$ cat src/rtl/ds_160_align.sv
// Oversampling serial-to-parallel deserializer: samples one phase per OSR clocks,
// hunts for a sync word, then emits LSB-first words over a valid/ready handshake.
module ds_160_align #(
    parameter int               WIDTH        = 8,
    parameter int               OSR          = 4,
    parameter int               SAMPLE_PHASE = 3,
    parameter logic [WIDTH-1:0] SYNC_WORD    = 8'hBC,
    parameter bit               SYNC_CHECK   = 1'b1
) (
    input  logic             clock_160,
    input  logic             reset,
    input  logic             enable,
    input  logic             data_in,
    input  logic             realign,
    input  logic             data_ready,
    output logic [WIDTH-1:0] data_out,
    output logic             data_valid,
    output logic             locked,
    output logic             overflow
);
    localparam int PW = $clog2(OSR);
    localparam int BW = $clog2(WIDTH);

    typedef enum logic {ST_HUNT, ST_LOCKED} state_t;
    localparam state_t RESET_STATE = SYNC_CHECK ? ST_HUNT : ST_LOCKED;

    state_t           state_q, state_d;
    logic [PW-1:0]    phase_q, phase_d;
    logic [BW-1:0]    bitcnt_q, bitcnt_d;
    logic [WIDTH-1:0] shifter_q, shifter_d;
    logic [WIDTH-1:0] data_out_q, data_out_d;
    logic             data_valid_q, data_valid_d;
    logic             overflow_q, overflow_d;

    logic             sample;
    logic             word_done;
    logic [WIDTH-1:0] cand;

    assign sample    = enable && (phase_q == PW'(SAMPLE_PHASE));
    assign cand      = {data_in, shifter_q[WIDTH-1:1]};
    assign word_done = (state_q == ST_LOCKED) && sample && (bitcnt_q == BW'(WIDTH - 1));

    // State register
    always_ff @(posedge clock_160) begin
        if (reset) begin
            state_q <= RESET_STATE;
        end else begin
            state_q <= state_d;
        end
    end

    // Next-state logic; realign overrides a simultaneous sync match
    always_comb begin
        state_d = state_q;
        if (realign) begin
            state_d = SYNC_CHECK ? ST_HUNT : ST_LOCKED;
        end else if (state_q == ST_HUNT && sample && cand == SYNC_WORD) begin
            state_d = ST_LOCKED;
        end
    end

    // FSM outputs
    always_comb begin
        locked = (state_q == ST_LOCKED);
    end

    always_comb begin
        phase_d      = phase_q;
        shifter_d    = shifter_q;
        bitcnt_d     = bitcnt_q;
        data_out_d   = data_out_q;
        data_valid_d = data_valid_q;
        overflow_d   = overflow_q;

        if (enable) begin
            phase_d = (phase_q == PW'(OSR - 1)) ? '0 : phase_q + PW'(1);
        end
        if (sample) begin
            shifter_d = cand;
        end

        // Bit counter only runs while locked; hunting keeps it at the boundary
        if (realign || state_q == ST_HUNT) begin
            bitcnt_d = '0;
        end else if (sample) begin
            bitcnt_d = word_done ? '0 : bitcnt_q + BW'(1);
        end

        if (word_done) begin
            data_out_d   = cand;
            data_valid_d = 1'b1;
            if (data_valid_q && !data_ready) begin
                overflow_d = 1'b1;
            end
        end else if (data_valid_q && data_ready) begin
            data_valid_d = 1'b0;
        end
    end

    always_ff @(posedge clock_160) begin
        if (reset) begin
            phase_q      <= '0;
            shifter_q    <= '0;
            bitcnt_q     <= '0;
            data_out_q   <= '0;
            data_valid_q <= 1'b0;
            overflow_q   <= 1'b0;
        end else begin
            phase_q      <= phase_d;
            shifter_q    <= shifter_d;
            bitcnt_q     <= bitcnt_d;
            data_out_q   <= data_out_d;
            data_valid_q <= data_valid_d;
            overflow_q   <= overflow_d;
        end
    end

    assign data_out   = data_out_q;
    assign data_valid = data_valid_q;
    assign overflow   = overflow_q;
endmodule

$ cat config.mk
export PLATFORM = sky130hd
export DESIGN_NAME = ds_160_align
export DESIGN_NICKNAME = d
export VERILOG_FILES = /design/src/rtl/ds_160_align.sv
export SDC_FILE = /design/constraint.sdc
export NUM_CORES = 1
export LEC_CHECK = 0
export CORE_UTILIZATION = 49
export CTS_CLUSTER_SIZE = 14
export DETAILED_ROUTE_END_ITERATION = 12
export PLACE_DENSITY = 0.76
export SLEW_MARGIN = 20
export SYNTH_ARGS = -nofsm -noshare
export SYNTH_HDL_FRONTEND = slang
export SYNTH_SLANG_ARGS = --single-unit
$ cat constraint.sdc
create_clock -name clock_160 -period 1.7 [get_ports clock_160]
set_input_delay 0.425 -clock clock_160 [delete_from_list [all_inputs] [get_ports clock_160]]
set_output_delay 0.425 -clock clock_160 [all_outputs]
set_load 0.03 [all_outputs]
# == Yosys cells after proc, flatten, opt, wreduce, memory -nomap -nowiden ==
# Cells that the tools add are included.
# classes
n_reduce_logical,13
muxes,4
bitwise_logic,1
addsub,2
n_eq_ne,3
# ops
operator,n
== test 8 bit (second input constant),1
logical AND 1 bit,7
OR reduction 2 bit,2
adder 3 x 1 -> 3 bit (second input constant),1
== test 3 bit (second input constant),1
2-to-1 mux 3 bit,1
adder 2 x 1 -> 2 bit (second input constant),1
== test 2 bit (second input constant),1
2-to-1 mux 1 bit,2
2-to-1 mux 2 bit,1
AND reduction 2 bit,1
nonzero test 2 bit,1
zero test 1 bit,1
logical OR 1 bit,1
NOT 1 bit,1
# totals
output_inout_bits,11
reg_bits,24
input_bits,6

# == Depth between registers and ports, before layout ==
# Gate-level depths: netlist of the first run.
# logic_depth
ltp_word,5
mapped_depth,6

# == Worst setup path after synthesis of the first run ==
# No wires, ideal clock.
# synth_timing
kind,reg2reg
startpoint,reg bitcnt_q[0]
endpoint,reg bitcnt_q[0]
slack_ns,0.447
path_stages_with_launch,6
arrival_time_ns,1.175
n_path_buf,1
synth_period_minus_slack_ns,1.253
path_cell_list,dfxtp_1 > ha_1 > ha_1 > and4_1 > buf_4 > nor3_1
# synth_via
elab_chain_cells,3
elab_cells_between_ends,4
# synth_rtl
item,line,text
"start, declared",29,"logic [BW-1:0] bitcnt_q, bitcnt_d;"
"start signal, assigned",111,bitcnt_q <= bitcnt_d;
"parallel branches: the longest is 2 deep, another holds adder 3 x 1 -> 3 bit",--,
2-to-1 mux 3 bit *,86,bitcnt_d = word_done ? '0 : bitcnt_q + BW'(1);
# Mark *: on every way between the ends.
# A chain may end at the register's enable or synchronous reset.

# == Final worst setup path of the first run ==
# layout_timing
startpoint,"reg state_q, in the netlist locked"
endpoint,out locked
# layout_lines
item,line,text
"start, declared",27,"state_t state_q, state_d;"
"start signal, assigned",48,state_q <= state_d;
"end, declared",18,"output logic locked,"
# No word-level cell between the ends.

==> results of run 1 <==
-- per-layer routing --
| metal | wire [um] | share of wire, % |
|---|---|---|
| met1 | 729 | 44 |
| met2 | 802 | 49 |
| met3 | 88 | 5.3 |
| met4 | 33 | 2.0 |
| met5 | 0 | 0 |
-- sequential cells by signal, summed over array words and instances, names as in the netlist --
signal and flops:
locked 1, bitcnt_q 3, shifter_q 7, data_out 8, overflow 1, data_valid 1
phase_q 2
-- per-stage QoR --
step | util, % | worst slack (ns) | area (um^2) | hold WS [ns]
2_1_floorplan | - | 0.447 | 886 | 0.436
3_3_place_gp | 61.8 | 0.0581 | 1060 | 0.442
3_5_place_dp | 61.8 | 0.0405 | 1060 | 0.453
4_1_cts | 62.6 | 0.147 | 1070 | 0.467
5_1_grt | 62.6 | 0.0725 | 1070 | 0.492
6_report | 62.6 | 0.143 | 1070 | 0.462
-- repair_timing --
item                                    in CTS  in global routing
endpoints found under the setup margin      11                  0
hold endpoints to repair                     0                  0
resized for setup                           11                  0
-- how the worst max path moves through the flow --
stage | startpoint | to | slack [ns] | cells past startpoint
global placement | enable | data_out[6] | 0.06 | 4
CTS | locked | locked | 0.15 | 1
global route | locked | locked | 0.07 | 1
detailed placement | enable | data_out[2] | 0.04 | 4
floorplan | bitcnt_q[0] | bitcnt_q[0] | 0.45 | 5
finish | locked | locked | 0.14 | 1
-- placed cells by master (no fill, tap or decap), drive strengths merged --
cell type      instances
ha                     3
nand2b                 1
xnor2                  1
nand3b                 1
buf                    2
and4                   1
nor4b                  1
clkbuf                 3
o21ba                  1
o21ai                  1
dlygate4sd2           11
and2                   1
clkinv                 1
mux2i                  2
nand3                  1
dfxtp                 23
clkdlybuf4s50          5
a21oi                 18
nand2                 35
nor3                   1
nand4                  2
nor2                   5
-- power by group through the flow --
| stage | Combinational [mW] | Sequential, mW | Clock (mW) |
|---|---|---|---|
| floorplan | 0.0240 | 0.558 | 0 |
| global placement | 0.0392 | 0.558 | 0 |
| detailed placement | 0.0397 | 0.558 | 0 |
| CTS | 0.0400 | 0.546 | 0.245 |
| global route | 0.0439 | 0.548 | 0.274 |
| finish | 0.0399 | 0.546 | 0.244 |
-- cell families (layout without fill, tap and decap cells) --
group,Yosys count,count (layout),share of synthesized area (%)
simple gates,49,49,24.6
flops,23,23,52.0
compound gates,20,20,11.9
buf+inv,5,22,4.10
fa+ha+maj,3,3,4.24
mux,2,2,2.26
xor+xnor,1,1,0.989
-- layout make-up --
type	count	area [um^2]
Fill cell	169	638
Sequential cell	23	460
Multi-Input combinational cell	75	389
Timing Repair Buffer	18	161
Tap cell	25	31.3
Clock buffer	3	22.5
Clock inverter	1	5.00
==> metrics.md, run 1 <==
| Metric | Value |
|---|---|
| R2r endpoint | `data_out[2]` |
| Synth Flop Type | `dfxtp_1` |
| Clock Path Buffers | `2` |
| Drt total wl | `1650 um` |
| Clk pwr share | `29.4%` |
| Layout cells sized above 1 | `6.67%` |
| Synth top area cells | `dfxtp_1 (52%), nand2_1 (15%), a21oi_1 (10%), ha_1 (4.2%), mux2i_1 (2.3%)` |
| Worst path arrival time | `1.13 ns` |
| Die ar. | `1980 um^2` |
| DR vias/cell | `5.15` |
| Cell with the most instances after synthesis | `nand2_1` |
| Vias in the first global route | `639` |
| Pins over their slew limit | `0` |
| Antenna Nets Post-Route | `0` |
| Nets@finish | `130` |
| Final setup TNS | `0 ns` |
| Starting density of the core | `51.9%` |
| Logic gate share of total power | `4.8%` |
| # rows | `15` |
| Count of cell types in the netlist | `21` |
| Crit-path leading delay family | `buffers and inverters` |
| Remaining DRCs | `0` |
| Top cells by count, synth | `nand2_1 (35), dfxtp_1 (23), a21oi_1 (18)` |
| First-pass GRT wire length | `2730 um` |
| I/O pin total | `17` |
| Crit path cell chain | `dlygate4sd2_1` |
| Final Hold Fails | `0` |
| Critical path type | `flip-flop to output port` |
| Overall routing resource usage | `19.4%` |
| Ant. Diodes | `0` |
| Startpoint types | `flip-flop` |
| GPL Wtd Cong | `0.714` |
| Fmax | `642 MHz` |
| Buffers added on ports | `16` |
| Top-area cell type share of the netlist area | `52.0%` |
| Total power | `0.830 mW` |
| Worst-margin pin slew | `0.337 ns` |
| Flop-to-flop setup slack | `0.26 ns` |
| Cell Count, Final, Fillers Out | `145` |
| CP max stage delay | `0.42 ns` |
| Outcome | `complete, no violations` |
| Register share of total power | `65.8%` |
| Yosys warns | `0` |
| Max rail drop VDD | `0.450 mV` |
| Core area | `1710 um^2` |
| Busiest grt layer | `met2` |
| PwrDens | `776 nW/um^2` |
| R2R cell count | `5` |
| TritonCTS Buffers | `3` |
| Critical path's slowest cell | `dlygate4sd2_1` |
| LEAKAGE | `0.437 nW` |
| Fin crit period | `1.56 ns` |
| Area leader, netlist | `dfxtp_1` |
| Largest net degree at the start of global routing | `20` |
| FFs w/ async S/R, synth | `0%` |
| CTS tree | `yes` |
| Initial drt markers | `16` |
| Final period util | `91.6%` |
| Max-Cap Viols | `0` |
| Crit-path max FO | `4` |
| Post-CTS Hold Fix Bufs | `0` |
| Htree depth | `1` |
| Sequential cell area fraction in the yosys report | `52.0%` |
| Worst Hold Class | `flip-flop to flip-flop` |
| RSZ-0062 raised after global routing | `false` |
| HPWL Detailed | `1200 um` |
| Hold EP | `data_out[7]` |
| Clock skew | `0.00453 ns` |
| GRT overflow | `0` |
| Buf+Inv Stages, Crit Path | `1` |
| Die width | `44.5 um` |
| Post-CTS setup buffer count | `0` |
| Clk root buf | `clkbuf_4` |
| Slew headroom | `77.2%` |
| Reg2reg start | `bitcnt_q[0]` |
| Worst skew pair latency | `0.30 ns` |
| Sw power | `0.178 mW` |
| M1 GR Usage | `23.7%` |
| Placed cell count | `141` |
| Area grow syn2layout | `20.8%` |
| GR met2 Demand/Resource | `32.4%` |
| Syn Std Cell Area | `886 um^2` |
| CP Capture Type | `output port` |
| Yosys reg bits | `23` |
| Pint | `0.652 mW` |
| Finish-stage setup viols | `0` |
| Met3 Use GR | `2.86%` |
| Synth Instances | `103` |
| Worst hold stages | `2` |
| Sink Count | `23` |
| Sw Ratio | `21.5%` |
| Die height | `44.5 um` |
| CTS clk-pin slew, worst paths | `0.12 ns` |
| Routed len/inst | `11.4 um` |
| Critical path required time | `1.27 ns` |
| Post-synth EDFFs | `0` |
| DR pass1 iterations | `4` |
| Vias | `747` |
| Initial antenna violation count | `0` |
| Syn_nets | `112` |
| Syn_area_per_cell | `8.60 um^2` |
| HP Start | `data_out[7]` |
No activity file was read; power rests on OpenSTA's default activity.
==> inputs of run 2 (changes only) <==
- CORE_MARGIN: default -> 2
- CORE_UTILIZATION: 49 -> 45
- PLACE_DENSITY: 0.76 -> 0.71
- TNS_END_PERCENT: default -> 20
==> run 2 against run 1 <==
  * Register-to-register slack better by 0.02 ns
  * Die area is 18% higher
  * Core utilization is 6.3 points lower
  * Routed wire length is 1.0% higher
  * First-iteration DRC count is 6.3% higher
  * Worst hold slack worse by 0.0016 ns
  * Clock-buffer cell count stayed put
  * Flip-flop and latch count stayed put
  * Final cell count is 1.4% higher
  * Non-clock buffer count stayed put
==> metrics.md, run 2 (synthesis results as in run 1) <==
| Metric | Value |
|---|---|
| Critical path required time | `1.27 ns` |
| Final period util | `93.1%` |
| Multi-input gate area | `389 um^2` |
| Core area | `1900 um^2` |
| Post-CTS setup buffer count | `0` |
| CP Capture Type | `output port` |
| Antenna Nets Post-Route | `0` |
| Htree depth | `1` |
| GRT overflow | `0` |
| Initial antenna violation count | `0` |
| Pins over their slew limit | `0` |
| TritonCTS Buffers | `3` |
| Crit path cell chain | `dlygate4sd2_1` |
| Crit path depth | `1` |
| Buffers added on ports | `16` |
| # rows | `16` |
| First-pass GRT wire length | `3020 um` |
| Crit-path leading delay family | `flip-flops` |
| Clock skew | `0.0118 ns` |
| CP max stage delay | `0.42 ns` |
| Nets@finish | `130` |
| Finish-stage setup viols | `0` |
| CTS clk-pin slew, worst paths | `0.13 ns` |
| GPL Wtd Cong | `0.715` |
| Area grow syn2layout | `21.0%` |
| Worst path arrival time | `1.16 ns` |
| Layout cells sized above 1 | `6.67%` |
| I/O pin total | `17` |
| Starting density of the core | `46.6%` |
| Critical path type | `flip-flop to output port` |
| Worst hold stages | `2` |
| CTS resizes | `11` |
| Remaining DRCs | `0` |
| Critical path's slowest cell | `dfxtp_1` |
| Routed len/inst | `11.4 um` |
| Die width | `48.4 um` |
| Reg area | `460 um^2` |
| Clock Path Buffers | `2` |
| Max FFs per register | `8` |
| Max-Cap Viols | `0` |
| Placed inst area | `1060 um^2` |
| LEAKAGE | `0.437 nW` |
| Overall routing resource usage | `16.4%` |
| Core Util, Final | `56.4%` |
| RSZ-0062 raised after global routing | `false` |
| PwrDens | `778 nW/um^2` |
| Worst Hold Class | `flip-flop to flip-flop` |
| Worst-margin pin slew | `0.297 ns` |
| Placed cell count | `143` |
| Buf+Inv Stages, Crit Path | `1` |
| Clk root buf | `clkbuf_4` |
| Sink Count | `23` |
| Die height | `48.4 um` |
| Fin crit period | `1.58 ns` |
| Cell Count, Final, Fillers Out | `147` |
| Ant. Diodes | `0` |
| Largest net degree at the start of global routing | `20` |
| Startpoint types | `flip-flop` |
| CTS tree | `yes` |
| Die ar. | `2340 um^2` |
| Vias | `711` |
| R2R cell count | `5` |
| Fmax | `632 MHz` |
| Most common cell after layout, fill and taps aside | `nand2_1` |
| Slew headroom | `80.2%` |
| Crit-path max FO | `4` |
| Final Hold Fails | `0` |
| Drt total wl | `1670 um` |
| Post-CTS Hold Fix Bufs | `0` |
| Worst skew pair latency | `0.31 ns` |
| Fin worst setup slack | `0.117 ns` |
| Outcome | `complete, no violations` |
| Final setup TNS | `0 ns` |
| DR vias/cell | `4.84` |
| Initial drt markers | `17` |
| HPWL Detailed | `1210 um` |
| Fillcell total | `185` |
| DR pass1 iterations | `4` |
| Vias in the first global route | `645` |
| Pre-CTS setup slack | `0.0570 ns` |
| Most frequent cells in the layout | `nand2_1 (35), dfxtp_1 (23), a21oi_1 (18), dlygate4sd2_1 (11)` |
| Final Cell Area | `1070 um^2` |
| Max rail drop VDD | `0.382 mV` |
[run 2: cell counts in the layout (fill, tap and decap cells not counted)]
No cell type changed its count.
[run 2: final cells by class]
class | count | share of cell area [%]
tap | 27 | 3.15
sequential | 23 | 42.9
timing repair buffer | 18 | 15.1
clock buffer | 3 | 2.10
multi-input combinational | 75 | 36.3
clock inverter | 1 | 0.467
[run 2: path summary, 6_finish.rpt]
path / startpoint / slack (ns) / endpoint
max reg2reg: bitcnt_q[0] / 0.28 / overflow
max: locked / 0.12 / locked
min: data_out[5] / 0.46 / data_out[5]
min reg2reg: data_out[5] / 0.46 / data_out[5]
[run 2: through the flow]
step	hold slack, ns	total power, mW
after floorplan	0.436	0.582
after global placement	0.444	0.597
after detailed placement	0.447	0.599
after CTS	0.462	0.844
after global routing	0.480	0.876
final	0.460	0.834
[run 2: per-layer routing]
| layer | track usage, % | routed length (um) | part of all wire, % |
|---|---|---|---|
| met1 | 22.9 | 814 | 49 |
| met2 | 24.3 | 752 | 45 |
| met3 | 3.09 | 87 | 5.2 |
| met4 | 8.57 | 14 | 0.84 |
| met5 | 0 | 0 | 0 |
[run 2: where the power goes]
group	internal, mW	switching, mW
sequential	0.543	0.00308
combinational	0.0207	0.0190
clock	0.0878	0.160
==> inputs of run 3 (changes only) <==
- ABC_CLOCK_PERIOD_IN_PS: default -> 1700
- HOLD_SLACK_MARGIN: default -> 0.02
==> results of run 3 <==
The final DEF is identical to that of run 2; final timing and power are the same.
==> patch 1, RTL diff (flow settings as in run 3) <==
The parameter `SYNC_CHECK` goes from 1'b1 to 1'b0.
--- a/src/rtl/ds_160_align.sv
+++ b/src/rtl/ds_160_align.sv
@@ -7,3 +7,3 @@
     parameter logic [WIDTH-1:0] SYNC_WORD    = 8'hBC,
-    parameter bit               SYNC_CHECK   = 1'b1
+    parameter bit               SYNC_CHECK   = 1'b0
 ) (
Formal check against the unedited RTL: not equivalent (a bounded check fails within 4 cycles, from zero or initial values and one cycle with reset high).
==> patch 1 against run 3 <==
- combinational power increased by 59%
- sequential cell count decreased by 1
- routed wire length down 2.1%
- via count rose by 1.5%
- critical path depth unchanged
- final area is 17% higher
- total power grew 18%
- maximum frequency up 6.6%
- area after synthesis up 15%
- setup slack better by 0.098 ns
- final cell count shrank 2.0%
- hold slack gained 0.020 ns
- utilization is 1.3 points higher
==> patch 1: results (changes against run 3) <==
| Metric | Value |
|---|---|
| Status | complete, no violations |
| Area contributors post-synth | dfxtp_1, nand2b_1, mux2i_1 |
| Number of global-route vias before repair | 661 (+2.5%) |
| Post-Place Setup Slack | -0.0495 ns (-0.107 ns) |
| Switch share | 0.195 (-0.0231) |
| Register area share after synthesis | 0.433 (-0.0868) |
| GR Layer Usage met1 | 0.200 (-0.0287) |
| Post-DP Area | 1210 µm² (+15%) |
| Combinational power share | 0.064 (+0.016) |
| Peak supply drop | 0.634 mV (+66%) |
| Post-Syn Nets | 109 (-2.7%) |
| Share of cells above drive strength 1 | 0.164 (+0.0971) |
| Met3 wire length | 65 µm (-25%) |
| WL final | 1.64 mm (-2.1%) |
| Post-synth top cells | dfxtp_1, nand2b_1, a21oi_1, mux2i_1 |
| Final Wtd Congestion | 0.742 (+3.8%) |
| CTS resizes | 10 (-1) |
| Met2 wire length | 737 µm (-2.0%) |
| DR iter-0 viols | 5 (-12) |
| LEAKAGE | 0.495 nW (+13%) |
| CP delay by family, top | buffers and inverters |
| Post-synth top area share | 0.433 (-0.0868) |
| Global-route wire length before repair | 2.88 mm (-4.6%) |
| Power Dens Cells | 784 nW/µm² (+0.80%) |
| Crit path max fanout | 2 (-2) |
| Met3 Use GR | 0.0287 (-0.00213) |
| Global Route Usage Sum | 0.140 (-0.0242) |
| M2 GR Usage | 0.207 (-0.0358) |
| CP arrival | 1.06 ns (-0.10 ns) |
| Vias/cell | 5.01 (+3.7%) |
| IO buf count | 15 (-1) |
[patch 1: layout make-up]
class | instances | area [µm²]
fill | 199 | 917
clock inverter | 1 | 30.0
clock buffer | 3 | 22.5
multi-input combinational | 69 | 517
tap | 28 | 35.0
sequential | 22 | 440
timing repair buffer | 21 | 208
[patch 1: logic make-up after synthesis]
family          count (synthesis)  share of synthesized area
simple gates                   33                      0.199
other cells                     1                    0.00369
compound gates                 23                      0.180
flops                          22                      0.433
fa+ha+maj                       3                     0.0369
mux                             9                     0.0886
buf+inv                         9                     0.0590
[patch 1: final timing paths]
check	startpoint	endpoint	slack (ns)	depth (start not counted)
setup / recovery	data_out[1]$_SDFFE_PP0P_	data_out[1]	0.21	1
hold / removal	data_out[2]$_SDFFE_PP0P_	data_out[2]$_SDFFE_PP0P_	0.48	2
setup reg to reg	phase_q[0]$_SDFFE_PP0P_	data_out[4]$_SDFFE_PP0P_	0.27	4
hold reg to reg	data_out[2]$_SDFFE_PP0P_	data_out[2]$_SDFFE_PP0P_	0.48	2
==> patch 2, RTL diff (flow settings as in run 3) <==
Made on the original files. Reset style: asynchronous (`reset`), changed in 2 clocked blocks. Comments in the files are not updated.
--- a/src/rtl/ds_160_align.sv
+++ b/src/rtl/ds_160_align.sv
@@ -43,3 +43,3 @@
     // State register
-    always_ff @(posedge clock_160) begin
+    always_ff @(posedge clock_160 or posedge reset) begin
         if (reset) begin
@@ -99,3 +99,3 @@
 
-    always_ff @(posedge clock_160) begin
+    always_ff @(posedge clock_160 or posedge reset) begin
         if (reset) begin
Function: no difference found for any inputs over 10 cycles, from zero or initial values and one cycle with reset high; that may be too few to reach the edited logic, so the function may still have changed.
==> patch 2 against run 3 <==
- area after synthesis grew 12%
- register-to-register slack got worse by 0.10 ns
- routed wire length shrank 8.0%
- die area grew 11%
- global-route usage decreased by 1.4 points
- sequential cell count unchanged
- maximum frequency increased by 0.55%
- final area grew 12%
- sequential share of layout area up 4.9 points
- setup slack improved by 0.0086 ns
- count of clock-buffer cells in the layout did not move
Power is not compared: it rests on default switching activity, and its combinational part moved more than twofold at a synthesized area within 25%.
==> patch 2: results (changes against run 3) <==
| Metric | Value |
|---|---|
| Final WS setup | 0.126 ns (+0.00862 ns) |
| DR iter-0 viols | 4 (-13) |
| Max Clock Skew | 0.00103 ns (-0.0108 ns) |
| Register area share after synthesis | 0.581 (+0.0610) |
| Mux share of post-synthesis cell area | 0.182 (+0.159) |
| Crit path max fanout | 3 (-1) |
| Synth Area in XOR/XNOR | 0 (-0.00989) |
| Post-Place Setup Slack | 0.0283 ns (-0.0287 ns) |
| Ys async rst share | 1.00 (+1.00) |
| Area share of fa/ha/maj cells after synthesis | 0.0379 (-0.00449) |
| M2 GR Usage | 0.255 (+0.0124) |
| Met3 wire length | 49 µm (-44%) |
| Wl on met1 | 737 µm (-9.5%) |
| Final Wtd Congestion | 0.697 (-2.6%) |
| GR Layer Usage met1 | 0.181 (-0.0476) |
| WL final | 1.54 mm (-8.0%) |
| Routed vias | 589 (-17%) |
| Hold WC Path Type | in2async |
| Worst r2r src | bitcnt_q[0]$_DFFE_PP0P_ |
| Post-DP Area | 1190 µm² (+12%) |
| Router iterations before antenna repair | 2 (-2) |
| Met2 wire length | 718 µm (-4.5%) |
| Non-Filler Instances | 114 (-22%) |
| CP Launch Point | locked$_DFFE_PP0P_ |
| Share of cells above drive strength 1 | 0.333 (+0.267) |
| Mapped Cells | 66 (-36%) |
| Netlist cell types | 18 (-14%) |
| Flop2flop setup slack | 0.18 ns (-0.10 ns) |
| Met3 Use GR | 0.0351 (+0.00422) |
| Worst reg2reg path depth | 4 (-1) |
| Worst Tran Pin Value | 0.311 ns (+0.0146 ns) |
| Status | complete, no violations |
| Global-route wire length before repair | 2.87 mm (-5.0%) |
| Final nets | 97 (-25%) |
| Area contributors post-synth | dfrtp_1, mux2_2, a21bo_2 |
| Pin count of the biggest net entering global routing | 24 (+20%) |
| Fill cell count | 169 (-8.6%) |
| Global Route Usage Sum | 0.151 (-0.0135) |
patch 2: repair_timing:
| action | CTS | global route |
|---|---|---|
| resized for setup | 11 | 0 |
| endpoints found under the hold margin | 0 | 0 |
| hold buffers | 0 | 0 |
| endpoints found under the setup margin | 11 | 0 |
patch 2: where the power goes:
| group | total, W | switching, W | internal, W |
|---|---|---|---|
| Sequential | 0.000714 | 0.0000761 | 0.000638 |
| Combinational | 0.000270 | 0.000113 | 0.000157 |
| Clock | 0.000252 | 0.000164 | 0.0000880 |
| Total | 0.00124 | 0.000353 | 0.000883 |
patch 2: kinds of logic after synthesis:
logic type      count (synthesis)
fa+ha+maj                       3
mux                            16
simple gates                   12
compound gates                  9
buf+inv                         3
flops                          23
patch 2: final cells by class:
class                   instances  share of cell area
clock inverters                 1             0.00416
clock buffers                   3              0.0187
well taps                      27              0.0281
flip-flops and latches         23               0.479
inverters                       1             0.00312
multi-input cells              40               0.327
repair buffers                 19               0.140
